$ cat src/rtl/logic_reduce_pipe.sv
// Pipelined bitwise reduction of NUM_IN operands (AND/OR/XOR/NAND) through a
// registered binary tree, with a single global stall enable for backpressure.
module logic_reduce_pipe #(
  parameter int WIDTH  = 8,
  parameter int NUM_IN = 4
) (
  input  logic                    clk,
  input  logic                    rst,
  input  logic                    in_valid,
  output logic                    in_ready,
  input  logic [1:0]              in_op,
  input  logic [NUM_IN*WIDTH-1:0] in_data,
  output logic                    out_valid,
  input  logic                    out_ready,
  output logic [WIDTH-1:0]        out_data
);

  localparam int LAT = $clog2(NUM_IN);

  localparam logic [1:0] OP_AND  = 2'b00;
  localparam logic [1:0] OP_OR   = 2'b01;
  localparam logic [1:0] OP_XOR  = 2'b10;
  localparam logic [1:0] OP_NAND = 2'b11;

  // NAND reduces as AND inside the tree; the inversion happens once at the output.
  function automatic logic [WIDTH-1:0] combine(input logic [1:0] op,
                                               input logic [WIDTH-1:0] a,
                                               input logic [WIDTH-1:0] b);
    case (op)
      OP_OR:   combine = a | b;
      OP_XOR:  combine = a ^ b;
      default: combine = a & b;
    endcase
  endfunction

  logic adv;

  assign adv      = !(out_valid && !out_ready);
  assign in_ready = adv;

  for (genvar s = 0; s < LAT; s++) begin : stg
    localparam int PCNT = (NUM_IN + (1 << s) - 1) >> s;
    localparam int CNT  = (PCNT + 1) / 2;

    logic                   vld_p;
    logic [1:0]             op_p;
    logic [CNT*WIDTH-1:0]   dat_p;

    logic                   src_vld;
    logic [1:0]             src_op;
    logic [PCNT*WIDTH-1:0]  src_dat;
    logic [CNT*WIDTH-1:0]   red;

    if (s == 0) begin : g_src
      assign src_vld = in_valid && adv;
      assign src_op  = in_op;
      assign src_dat = in_data;
    end else begin : g_src
      assign src_vld = stg[s-1].vld_p;
      assign src_op  = stg[s-1].op_p;
      assign src_dat = stg[s-1].dat_p;
    end

    for (genvar k = 0; k < CNT; k++) begin : g_lane
      if (2*k + 1 < PCNT) begin : g_pair
        assign red[k*WIDTH +: WIDTH] = combine(src_op,
                                               src_dat[2*k*WIDTH +: WIDTH],
                                               src_dat[(2*k+1)*WIDTH +: WIDTH]);
      end else begin : g_pass
        assign red[k*WIDTH +: WIDTH] = src_dat[2*k*WIDTH +: WIDTH];
      end
    end

    // ---- stage s register: bubbles load zeros so undefined inputs never propagate
    always_ff @(posedge clk or posedge rst) begin
      if (rst) begin
        vld_p <= 1'b0;
        op_p  <= OP_AND;
        dat_p <= '0;
      end else if (adv) begin
        vld_p <= src_vld;
        op_p  <= src_vld ? src_op : OP_AND;
        dat_p <= src_vld ? red : '0;
      end
    end
  end

  // ---- output: final stage holds a single WIDTH-bit lane
  assign out_valid = stg[LAT-1].vld_p;
  assign out_data  = (stg[LAT-1].op_p == OP_NAND) ? ~stg[LAT-1].dat_p : stg[LAT-1].dat_p;

endmodule

$ cat config.mk
export PLATFORM = sky130hd
export DESIGN_NAME = logic_reduce_pipe
export DESIGN_NICKNAME = d
export VERILOG_FILES = /design/src/rtl/logic_reduce_pipe.sv
export SDC_FILE = /design/constraint.sdc
export NUM_CORES = 1
export LEC_CHECK = 0
export BUFFER_PORTS_ARGS = -buffer_cell sky130_fd_sc_hd__clkbuf_2
export CORE_ASPECT_RATIO = 0.9
export CORE_MARGIN = 10
export CORE_UTILIZATION = 45
export CTS_BUF_LIST = sky130_fd_sc_hd__clkbuf_16
export DETAILED_ROUTE_END_ITERATION = 7
export PLACE_DENSITY = 0.7
export SYNTH_ARGS = -nofsm -noshare
export SYNTH_HDL_FRONTEND = slang
export SYNTH_SLANG_ARGS = --single-unit
$ cat constraint.sdc
create_clock -name clk -period 2.3 [get_ports clk]
set_clock_uncertainty 0.1 [all_clocks]
set_input_delay 0.115 -clock clk [delete_from_list [all_inputs] [get_ports clk]]
set_output_delay 0.115 -clock clk [all_outputs]
set_load 0.01 [all_outputs]
======== Word level (Yosys, flattened, before mapping) ========
Index checks and enable logic that the tools add are counted.
word-level totals
  register bits ........................... 30
  bits of input ports ..................... 38
  logic and storage cells ................. 33
cells by class
  eq/ne operators ......................... 5
  mux-type cells .......................... 8
  bitwise logic cells ..................... 10
  reduce and logical (&&, ||, !) cells .... 4
operator list
  operator                                                         number
  8-bit case mux with 2 select lines                               3
  8-bit bitwise AND                                                3
  8-bit bitwise OR                                                 3
  8-bit XOR                                                        3
  16-bit 2-to-1 mux                                                1
  8-bit 2-to-1 mux                                                 2
  8-bit inverter                                                   1
  2-bit == test, second input constant                             3
  2-bit by 1-bit == test with 1-bit output, second input constant  2
  2-bit 2-to-1 mux                                                 2
  1-bit logical AND                                                2
  1-bit logical NOT                                                2

======== Depth between registers and ports, before layout ========
Gate-level depths: netlist of the first run.
  depth after elaboration ................. 5
  mapped depth ............................ 7
  mapped depth without buffers ............ 5

======== Least setup slack after synthesis of the first run ========
No wires, ideal clock.
  path kind ............................... register -> register
  start point ............................. register stg[0].op_p[0]
  end point ............................... register stg[1].dat_p[0]
  data arrival time ....................... 1,391 ps
  required time ........................... 2,078 ps
  path slack .............................. 687 ps
  stages on the path, launching flop included .. 7
  path buffers ............................ 1
  clock period less this slack ............ 1,613 ps
  cells stage by stage .................... dfrtp_1 -> inv_1 -> ha_1 -> clkbuf_1 -> a21oi_1 -> o21ai_0 -> a32o_1
between the ends
  cells in the longest elaborated chain, start to end .. 3
  elaborated cells between the ends (all ways) .. 4
RTL lines
  item                                                                       RTL line  text
  from (decl)                                                                46        logic [1:0] op_p;
  from (signal assigned)                                                     82        op_p <= src_vld ? src_op : OP_AND;
  2-bit == test or 2-bit by 1-bit == test with 1-bit output (tied branches)  29        case (op)
  8-bit case mux with 2 select lines *                                       29
  8-bit 2-to-1 mux *                                                         83        dat_p <= src_vld ? red : '0;
  to (signal assigned)                                                       83
  to (decl)                                                                  47        logic [CNT*WIDTH-1:0] dat_p;
Every way passes the cells marked *; elsewhere a longest branch is shown, timed or not.
A chain may end at the register's enable or synchronous reset.

======== Final worst setup path of the first run ========
  start point ............................. input port in_op[0]
  end point ............................... register stg[0].dat_p[13]
between the ends
  cells in the longest elaborated chain, start to end .. 3
  elaborated cells between the ends (all ways) .. 4
RTL lines
  item                                                                       RTL line  text
  from (decl)                                                                11        input logic [1:0] in_op,
  2-bit == test or 2-bit by 1-bit == test with 1-bit output (tied branches)  29
  8-bit case mux with 2 select lines *                                       29
  16-bit 2-to-1 mux *                                                        83
  to (signal assigned)                                                       83
  to (decl)                                                                  47
Marked as above.

==> impl_metrics.env, run 1 <==
export IMPL_status="finished clean"
export IMPL_grt_use_total_pct=11.2
export IMPL_peakVddDrop_mv=0.347
export IMPL_whs_ns=0.0283
export IMPL_cts_sinks=30
export IMPL_numPortBuffers=47
export IMPL_final_cell_mix="inv_1, ha_1, clkbuf_2"
export IMPL_cts_buffers=5
export IMPL_synth_compound_area_share_pct=20.3
export IMPL_root_buffer="clkbuf_16"
export IMPL_finalSetupViolations=0
export IMPL_area_delta_synth_final_pct=18.8
export IMPL_nNetsFinal=411
export IMPL_worst_slew_pin_slew_ns=0.567
export IMPL_synth_mux_area_share_pct=0
export IMPL_die_x_microns=98.7
export IMPL_crit_arrival_ns=1.90
export IMPL_clockBufferDepth=2
export IMPL_grt_pass1_vias=1932
export IMPL_dieArea_sq_um=8960
export IMPL_vias=1950
export IMPL_ys_ff_latch=30
export IMPL_cp_required_ns=2.36
export IMPL_pin_count=48
export IMPL_fmax_mhz=544
export IMPL_synth_xor_area_share_pct=2.80
export IMPL_via_per_inst=5.01
export IMPL_routed_wl_microns=5040
export IMPL_p_per_area_nw_per_um2=632
export IMPL_slew_headroom_pct=62.2
export IMPL_rows=25
export IMPL_ys_seq_area_share_pct=30.0
export IMPL_synthDistinctLibCells=21
export IMPL_routedWlPerCell_microns=13.0
export IMPL_overflow=0
export IMPL_yosysTopAreaCellShare_pct=30.0
export IMPL_htreeDepth=2
export IMPL_power_leakage_nw=1.62
export IMPL_insertion_delay_ns=0.27
export IMPL_start_kind="input port"
export IMPL_grt_max_degree=34
export IMPL_ys_warn_count=0
export IMPL_yosysTopAreaCell="dfrtp_1"
export IMPL_cts_setup_buffers=0
export IMPL_slowest_delay_ns=0.68
export IMPL_synth_top_family_by_area="adder cells"
export IMPL_layout_commonest_cell="inv_1"
export IMPL_first_iter_violations=103
export IMPL_path_cells="dlygate4sd3_1 > clkbuf_2 > inv_1 > ha_2 > nand2b_1 > a32o_1"
export IMPL_rsz0062_at_grt="no"
export IMPL_clk_pin_slew_worst_paths_ns=0.05
export IMPL_core_sq_um=5320
export IMPL_setup_tns_final_ns=0
export IMPL_crit_path_max_fanout=32
export IMPL_critical_path_class="input port to register"
export IMPL_antennaDiodeCount=0
export IMPL_synth_area_top_cells="dfrtp_1, ha_1, a32o_1, inv_1, nand2b_1"
export IMPL_syn_cell_area_sq_um=2510
export IMPL_synthAdderAreaFrac_pct=26.0
export IMPL_final_max_slew_viol_count=0
export IMPL_synthCells=275
export IMPL_antenna_found_initial=0
export IMPL_min_period_ns=1.84
export IMPL_drive_gt1_share_pct=19.3
export IMPL_hold_viol=0
export IMPL_ant_nets=0
export IMPL_placed_cells=376
export IMPL_grt_pass1_wl_microns=8660
export IMPL_yosys_area_share_simple_pct=8.54
export IMPL_drv_cap=0
export IMPL_drtPass1Iterations=5
export IMPL_finalCritPeriodShare_pct=79.9
export IMPL_fin_cells=389
export IMPL_end_kind="register"
export IMPL_synth_nets=365
export IMPL_avgSynthCellArea_sq_um=9.11
export IMPL_drc_errors=0
export IMPL_min_path_type="input port to register"
export IMPL_start_util_pct=47.1
export IMPL_slowest_stage="ha_2"
export IMPL_place_congestion=0.789
export IMPL_fp_dieH_microns=90.8
export IMPL_tritoncts="yes"
export IMPL_dpl_hpwl_microns=3840
metrics by stage:
| step | utilization [%] | power, mW | area, sq um | setup WS (ns) |
|---|---|---|---|---|
| after global routing | 56.0 | 2.01 | 2980 | 0.312 |
| after CTS | 55.9 | 1.90 | 2970 | 0.197 |
| final | 56.0 | 1.88 | 2980 | 0.463 |
| after floorplan | - | 1.01 | 2510 | 0.687 |
| after detailed placement | 51.9 | 1.16 | 2760 | 0.466 |
| after global placement | 51.9 | 1.14 | 2760 | 0.524 |
repair_timing:
action,in CTS,in global routing
setup endpoints to repair,0,1
hold endpoints to repair,32,0
resized for setup,0,1
hold buffers,5,0
path summary, 6_finish.rpt:
| check | slack, ns | from | cells past startpoint | to |
|---|---|---|---|---|
| worst min-delay path | 0.03 | out_ready | 4 | out_valid$_DFFE_PP0N_ |
| max in group asynchronous | 1.47 | rst | 4 | stg[0].dat_p[15]$_DFFE_PP0N_ |
| worst max-delay path | 0.46 | in_op[0] | 6 | stg[0].dat_p[13]$_DFFE_PP0N_ |
| worst min register to register | 0.38 | stg[1].op_p[1]$_DFFE_PP0N_ | 2 | stg[1].op_p[1]$_DFFE_PP0N_ |
| worst max register to register | 0.59 | stg[0].op_p[0]$_DFFE_PP0N_ | 5 | stg[1].dat_p[2]$_DFFE_PP0N_ |
| min in group asynchronous | 0.35 | rst | 4 | stg[1].dat_p[1]$_DFFE_PP0N_ |
area by class of cell:
cell class / count / area [sq um]
well taps: 67 / 83.8
fillers: 476 / 2340
repair buffers: 54 / 300
multi-input cells: 169 / 1450
flip-flops and latches: 30 / 751
clock buffers: 5 / 125
inverters: 61 / 231
clock inverters: 3 / 40.0
synth_stat cells:
library cell	number
inv_4	1
ha_1	52
clkbuf_1	8
nand2b_1	25
dfrtp_1	30
inv_2	1
a21o_1	1
buf_6	3
a21oi_1	19
nand2_1	9
xnor2_1	8
and2_4	1
o21ai_1	4
nor2b_2	1
a221o_1	5
buf_2	2
buf_1	2
inv_1	59
a32o_1	24
and2_1	1
o21ai_0	19
worst max-delay path, delay by kind of cell:
family / cells / cell delay, ns
buf+inv: 3 / 0.68
fa+ha+maj: 1 / 0.68
compound gates: 1 / 0.28
simple gates: 1 / 0.12
report_power, final:
part / switching, mW / leakage (nW) / internal, mW
clock network: 0.221 / 0.0836 / 0.505
registers: 0.0599 / 0.395 / 0.600
logic: 0.266 / 1.14 / 0.229
routing by layer:
metal | part of all wire [%] | track usage [%] | vias up
met4 | 1.2 | 3.70 | 0
met1 | 46 | 13.5 | 883
met3 | 4.3 | 2.98 | 4
li1 | - | - | 1017
met5 | 0 | 0 | -
met2 | 48 | 18.8 | 46
registers in the layout (all words and copies together), names as in the netlist:
signal and cells:
stg.dat_p 24, stg.op_p 4, out_valid 1, stg.vld_p 1
cells by family (layout without fill, tap and decap cells):
group                    count (synthesis)  count (layout)
flip-flops                              30              30
AND/OR/NAND/NOR                         37              37
buffers and inverters                   76             123
AO/OA/AOI/OAI                           72              72
XOR/XNOR                                 8               8
adder cells (fa/ha/maj)                 52              52
Note: power is estimated with default switching activity, not from simulation.
==> run 2, diff against run 1 <==
Settings changed: PLACE_DENSITY 0.7 to 0.73.
Clock period 2.3 ns to 1.55 ns, I/O delays scaled along.
==> impl_metrics.env, run 2 (synthesized netlist as in run 1, its figures left out) <==
export IMPL_clockBufferDepth=2
export IMPL_core_sq_um=5320
export IMPL_insertion_delay_ns=0.27
export IMPL_clkPwrFrac_pct=33.3
export IMPL_finalPower_mw=2.69
export IMPL_final_area_sq_um=3050
export IMPL_place_ws_ns=0.0673
export IMPL_min_period_ns=1.46
export IMPL_routedWlPerCell_microns=13.5
export IMPL_reg_largest_list="stg.dat_p: 24 flops, stg.op_p: 4 flops"
export IMPL_p_sw_share_pct=30.8
export IMPL_fp_dieH_microns=90.8
export IMPL_final_max_slew_viol_count=0
export IMPL_switchingPower_mw=0.827
export IMPL_fin_ws_ns=0.0879
export IMPL_ant_nets=0
export IMPL_grt_max_degree=34
export IMPL_p_seq_share_pct=36.3
export IMPL_regMostFlops="stg.dat_p"
export IMPL_critical_path_class="register to register"
export IMPL_cts_buffers=5
export IMPL_htreeDepth=2
export IMPL_root_buffer="clkbuf_16"
export IMPL_placed_cells=382
export IMPL_place_congestion=0.767
export IMPL_p_per_area_nw_per_um2=883
export IMPL_overflow=0
export IMPL_whs_ns=0.196
export IMPL_slew_headroom_pct=61.4
export IMPL_rr_worst_depth=5
export IMPL_status="finished clean"
export IMPL_via_per_inst=5.08
export IMPL_cp_required_ns=1.61
export IMPL_holdCritStartpoint="in_data[25]"
export IMPL_crit_path_max_fanout=9
export IMPL_rr_startpoint="stg[0].op_p[0]$_DFFE_PP0N_"
export IMPL_start_kind="register"
export IMPL_drtPass1Iterations=4
export IMPL_path_cells="inv_2 > ha_4 > buf_6 > nand2b_1 > a32o_1"
export IMPL_final_cell_mix="inv_1, ha_1, clkbuf_2"
export IMPL_peakVddDrop_mv=0.569
export IMPL_rows=25
export IMPL_end_kind="register"
export IMPL_layout_commonest_cell="inv_1"
export IMPL_first_iter_violations=80
export IMPL_whs_path_depth=4
export IMPL_grt_pass1_vias=2053
export IMPL_tritoncts="yes"
export IMPL_die_x_microns=98.7
export IMPL_vias=2015
export IMPL_nNetsFinal=420
export IMPL_worst_slew_pin_slew_ns=0.580
export IMPL_slowest_delay_ns=0.40
export IMPL_r2r_end="stg[1].dat_p[7]$_DFFE_PP0N_"
export IMPL_start_util_pct=47.1
export IMPL_area_delta_synth_final_pct=21.5
export IMPL_grt_use_total_pct=12.3
export IMPL_hold_end="stg[0].dat_p[9]$_DFFE_PP0N_"
export IMPL_fin_util_pct=57.3
export IMPL_crit_arrival_ns=1.52
export IMPL_dpl_hpwl_microns=4080
export IMPL_power_frac_comb_pct=30.4
export IMPL_fin_cells=397
export IMPL_setup_tns_final_ns=0
export IMPL_placed_area_sq_um=2830
export IMPL_cts_sinks=30
export IMPL_finalCritPeriodShare_pct=94.3
export IMPL_drc_errors=0
export IMPL_slowest_stage="dfrtp_1"
export IMPL_rrSetupSlack_ns=0.09
export IMPL_numPortBuffers=47
export IMPL_largest_reg_flops=24
export IMPL_intPower_mw=1.86
export IMPL_clk_pin_slew_worst_paths_ns=0.05
export IMPL_grt_pass1_wl_microns=9360
export IMPL_drive_gt1_share_pct=21.8
export IMPL_hold_viol=0
export IMPL_routed_wl_microns=5350
export IMPL_antenna_found_initial=0
export IMPL_dieArea_sq_um=8960
export IMPL_drv_cap=0
export IMPL_min_path_type="input port to register"
export IMPL_rsz0062_at_grt="no"
export IMPL_finalSetupViolations=0
export IMPL_pin_count=48
export IMPL_fmax_mhz=684
export IMPL_power_leakage_nw=1.66
export IMPL_antennaDiodeCount=0
run 2: changes by cell type in the layout (fill, tap and decap cells not counted):
cell           previous run  this run
dlygate4sd3_1             5         6
bufinv_16                 1         0
nand2_1                   9         8
ha_4                      0         1
buf_12                    0         1
buf_6                     0         1
ha_2                      1         0
inv_2                     1         3
buf_4                     2         8
nand2_2                   0         1
inv_1                    59        57
run 2: power groups by stage:
stage          logic (mW)  clock network [mW]  registers [mW]
2_1_floorplan       0.541                   0           0.968
3_3_place_gp        0.768                   0           0.981
3_5_place_dp        0.791                   0           0.985
4_1_cts             0.808               0.914           0.974
5_1_grt             0.940               0.945           0.991
6_report            0.817               0.896           0.975
run 2: metal layers:
metal,track usage (%),wire [microns],vias up
li1,-,-,1025
met1,15.3,2580,940
met2,19.2,2430,42
met3,2.98,271,8
met4,6.09,73,0
met5,0,0,-
run 2: worst max-delay path by stage:
stage | cells past startpoint | to | from | slack, ns
after floorplan | 6 | stg[1].dat_p[0]$_DFFE_PP0N_ | stg[0].op_p[0]$_DFFE_PP0N_ | 0.05
final | 5 | stg[1].dat_p[7]$_DFFE_PP0N_ | stg[0].op_p[0]$_DFFE_PP0N_ | 0.09
after global placement | 5 | stg[0].dat_p[5]$_DFFE_PP0N_ | in_op[0] | 0.12
after CTS | 5 | stg[1].dat_p[4]$_DFFE_PP0N_ | stg[0].op_p[0]$_DFFE_PP0N_ | 0.05
after global routing | 5 | stg[1].dat_p[6]$_DFFE_PP0N_ | stg[0].op_p[0]$_DFFE_PP0N_ | 0.02
after detailed placement | 5 | stg[0].dat_p[5]$_DFFE_PP0N_ | in_op[0] | 0.07
run 2: critical path, delay by kind of cell (launching register included):
family | cells | cell delay (ns)
AO/OA/AOI/OAI | 1 | 0.26
AND/OR/NAND/NOR | 1 | 0.06
buffers and inverters | 2 | 0.20
adder cells (fa/ha/maj) | 1 | 0.32
flip-flops | 1 | 0.40
run 2: layout make-up:
| type | instances | area [sq um] |
|---|---|---|
| clock buffers | 5 | 125 |
| repair buffers | 63 | 387 |
| clock inverters | 2 | 10.0 |
| multi-input cells | 169 | 1460 |
| fillers | 478 | 2270 |
| well taps | 67 | 83.8 |
| flip-flops and latches | 30 | 751 |
| inverters | 61 | 231 |
run 2: timing repair:
item / in CTS / in global routing
resized for setup: 0 / 5
setup endpoints to repair: 0 / 10
hold endpoints to repair: 33 / 0
hold buffers: 6 / 0
buffers inserted: 0 / 2
==> run 3, diff against run 2 <==
Settings changed: BUFFER_PORTS_ARGS -buffer_cell sky130_fd_sc_hd__clkbuf_2 to -buffer_cell sky130_fd_sc_hd__buf_2.
==> impl_metrics.env, run 3 (synthesized netlist as in run 1, its figures left out) <==
export IMPL_status="finished, violations left"
export IMPL_violations="setup timing"
export IMPL_grt_pass1_wl_microns=9340
export IMPL_cts_buffers=5
export IMPL_end_kind="register"
export IMPL_p_sw_share_pct=31.1
export IMPL_rsz0062_at_grt="yes"
export IMPL_final_area_sq_um=3090
export IMPL_core_sq_um=5320
export IMPL_cp_required_ns=1.61
export IMPL_root_buffer="clkbuf_16"
export IMPL_start_kind="register"
export IMPL_drc_errors=0
export IMPL_intPower_mw=1.90
export IMPL_via_per_inst=5.04
export IMPL_critical_path_class="register to register"
export IMPL_first_iter_violations=95
export IMPL_layout_commonest_cell="inv_1"
export IMPL_finalCritPeriodShare_pct=105
export IMPL_whs_ns=0.192
export IMPL_die_x_microns=98.7
export IMPL_finalPower_mw=2.76
export IMPL_grt_pass1_vias=2026
export IMPL_numPortBuffers=47
export IMPL_grt_use_total_pct=12.1
export IMPL_p_seq_share_pct=35.4
export IMPL_drtPass1Iterations=4
export IMPL_crit_arrival_ns=1.69
export IMPL_drv_cap=0
export IMPL_peakVddDrop_mv=0.537
export IMPL_clockBufferDepth=2
export IMPL_final_max_slew_viol_count=0
export IMPL_drive_gt1_share_pct=23.7
export IMPL_grt_max_degree=34
export IMPL_slew_headroom_pct=58.2
export IMPL_final_cell_mix="inv_1, ha_1, buf_2"
export IMPL_dpl_hpwl_microns=4010
export IMPL_p_per_area_nw_per_um2=893
export IMPL_regMostFlops="stg.dat_p"
export IMPL_rows=25
export IMPL_antenna_found_initial=0
export IMPL_area_delta_synth_final_pct=23.2
export IMPL_start_util_pct=47.1
export IMPL_n_fill_cell=464
export IMPL_cts_sinks=30
export IMPL_antennaDiodeCount=0
export IMPL_tritoncts="yes"
export IMPL_crit_path_max_fanout=6
export IMPL_hold_viol=0
export IMPL_routed_wl_microns=5450
export IMPL_path_cells="inv_2 > ha_4 > buf_4 > a21oi_1 > o21ai_0 > a32o_1"
export IMPL_vias=2016
export IMPL_fp_dieH_microns=90.8
export IMPL_switchingPower_mw=0.859
export IMPL_place_congestion=0.806
export IMPL_finalSetupViolations=2
export IMPL_ant_nets=0
export IMPL_largest_reg_flops=24
export IMPL_placed_area_sq_um=2830
export IMPL_nNetsFinal=422
export IMPL_reg_largest_list="stg.dat_p: 24 flops, stg.op_p: 4 flops"
export IMPL_setup_tns_final_ns=-0.0859
export IMPL_overflow=0
export IMPL_power_leakage_nw=1.67
export IMPL_htreeDepth=2
export IMPL_routedWlPerCell_microns=13.6
export IMPL_clkPwrFrac_pct=32.7
export IMPL_clk_pin_slew_worst_paths_ns=0.05
export IMPL_pin_count=48
export IMPL_power_frac_comb_pct=31.8
export IMPL_fin_ws_ns=-0.0841
export IMPL_slowest_delay_ns=0.43
export IMPL_min_period_ns=1.63
export IMPL_worst_slew_pin_slew_ns=0.627
export IMPL_min_path_type="input port to register"
export IMPL_insertion_delay_ns=0.27
export IMPL_dieArea_sq_um=8960
export IMPL_slowest_stage="dfrtp_1"
export IMPL_fmax_mhz=612
[run 3: cell types whose count changed in the layout (fill, tap and decap cells not counted), sizes merged]
cell,previous run,this run
clkbuf,52,5
inv,61,62
buf,10,59
[run 3: path summary, 6_finish.rpt]
kind                            slack, ns                     endpoint  cells past startpoint                        from
max in group asynchronous            0.73   stg[0].op_p[1]$_DFFE_PP0N_                      4                         rst
worst min register to register       0.40   stg[1].op_p[1]$_DFFE_PP0N_                      2  stg[1].op_p[1]$_DFFE_PP0N_
worst max-delay path                -0.08  stg[1].dat_p[6]$_DFFE_PP0N_                      6  stg[0].op_p[0]$_DFFE_PP0N_
min in group asynchronous            0.32  stg[1].dat_p[1]$_DFFE_PP0N_                      4                         rst
worst max register to register      -0.08  stg[1].dat_p[6]$_DFFE_PP0N_                      6  stg[0].op_p[0]$_DFFE_PP0N_
worst min-delay path                 0.19  stg[0].dat_p[2]$_DFFE_PP0N_                      4                 in_data[10]
[run 3: power by group through the flow]
stage          combinational (mW)  sequential [mW]  clock [mW]
2_1_floorplan               0.541            0.968           0
3_3_place_gp                0.771            0.981           0
3_5_place_dp                0.787            0.987           0
4_1_cts                     0.803            0.974       0.908
5_1_grt                      1.00            0.994       0.938
6_report                    0.878            0.978       0.903
[run 3: timing repair]
item	4_1_cts	5_1_grt
setup buffers	0	5
endpoints found under the setup margin	0	8
resized for setup	0	18
hold endpoints to repair	33	0
hold buffers	6	0
[run 3: metrics by stage]
step / setup WS, ns / cells / util (%)
detailed placement: 0.0407 / 382 / 53.2
floorplan: 0.0517 / 275 / -
global placement: 0.118 / 382 / 53.2
finish: -0.0841 / 400 / 58.1
global route: -0.126 / 400 / 58.1
CTS: 0.0193 / 396 / 56.9
[run 3: per-layer routing]
metal / up-vias / routed length (microns) / GRT usage, %
li1: 1033 / - / -
met1: 935 / 2630 / 15.8
met2: 42 / 2540 / 18.8
met3: 6 / 209 / 3.14
met4: 0 / 78 / 4.06
met5: - / 0 / 0
[run 3: layout make-up]
| type | instances | area, sq um | share of cell area [%] |
|---|---|---|---|
| clock inverters | 3 | 12.5 | 0.405 |
| flip-flops and latches | 30 | 752 | 24.4 |
| well taps | 67 | 83.8 | 2.71 |
| multi-input cells | 169 | 1480 | 47.9 |
| clock buffers | 5 | 125 | 4.05 |
| inverters | 61 | 231 | 7.50 |
| repair buffers | 65 | 405 | 13.1 |
[run 3: worst max-delay path, delay by kind of cell, from the launching register on]
kind | cells | cell delay (ns)
buf+inv | 2 | 0.21
flops | 1 | 0.43
fa+ha+maj | 1 | 0.25
compound gates | 3 | 0.52
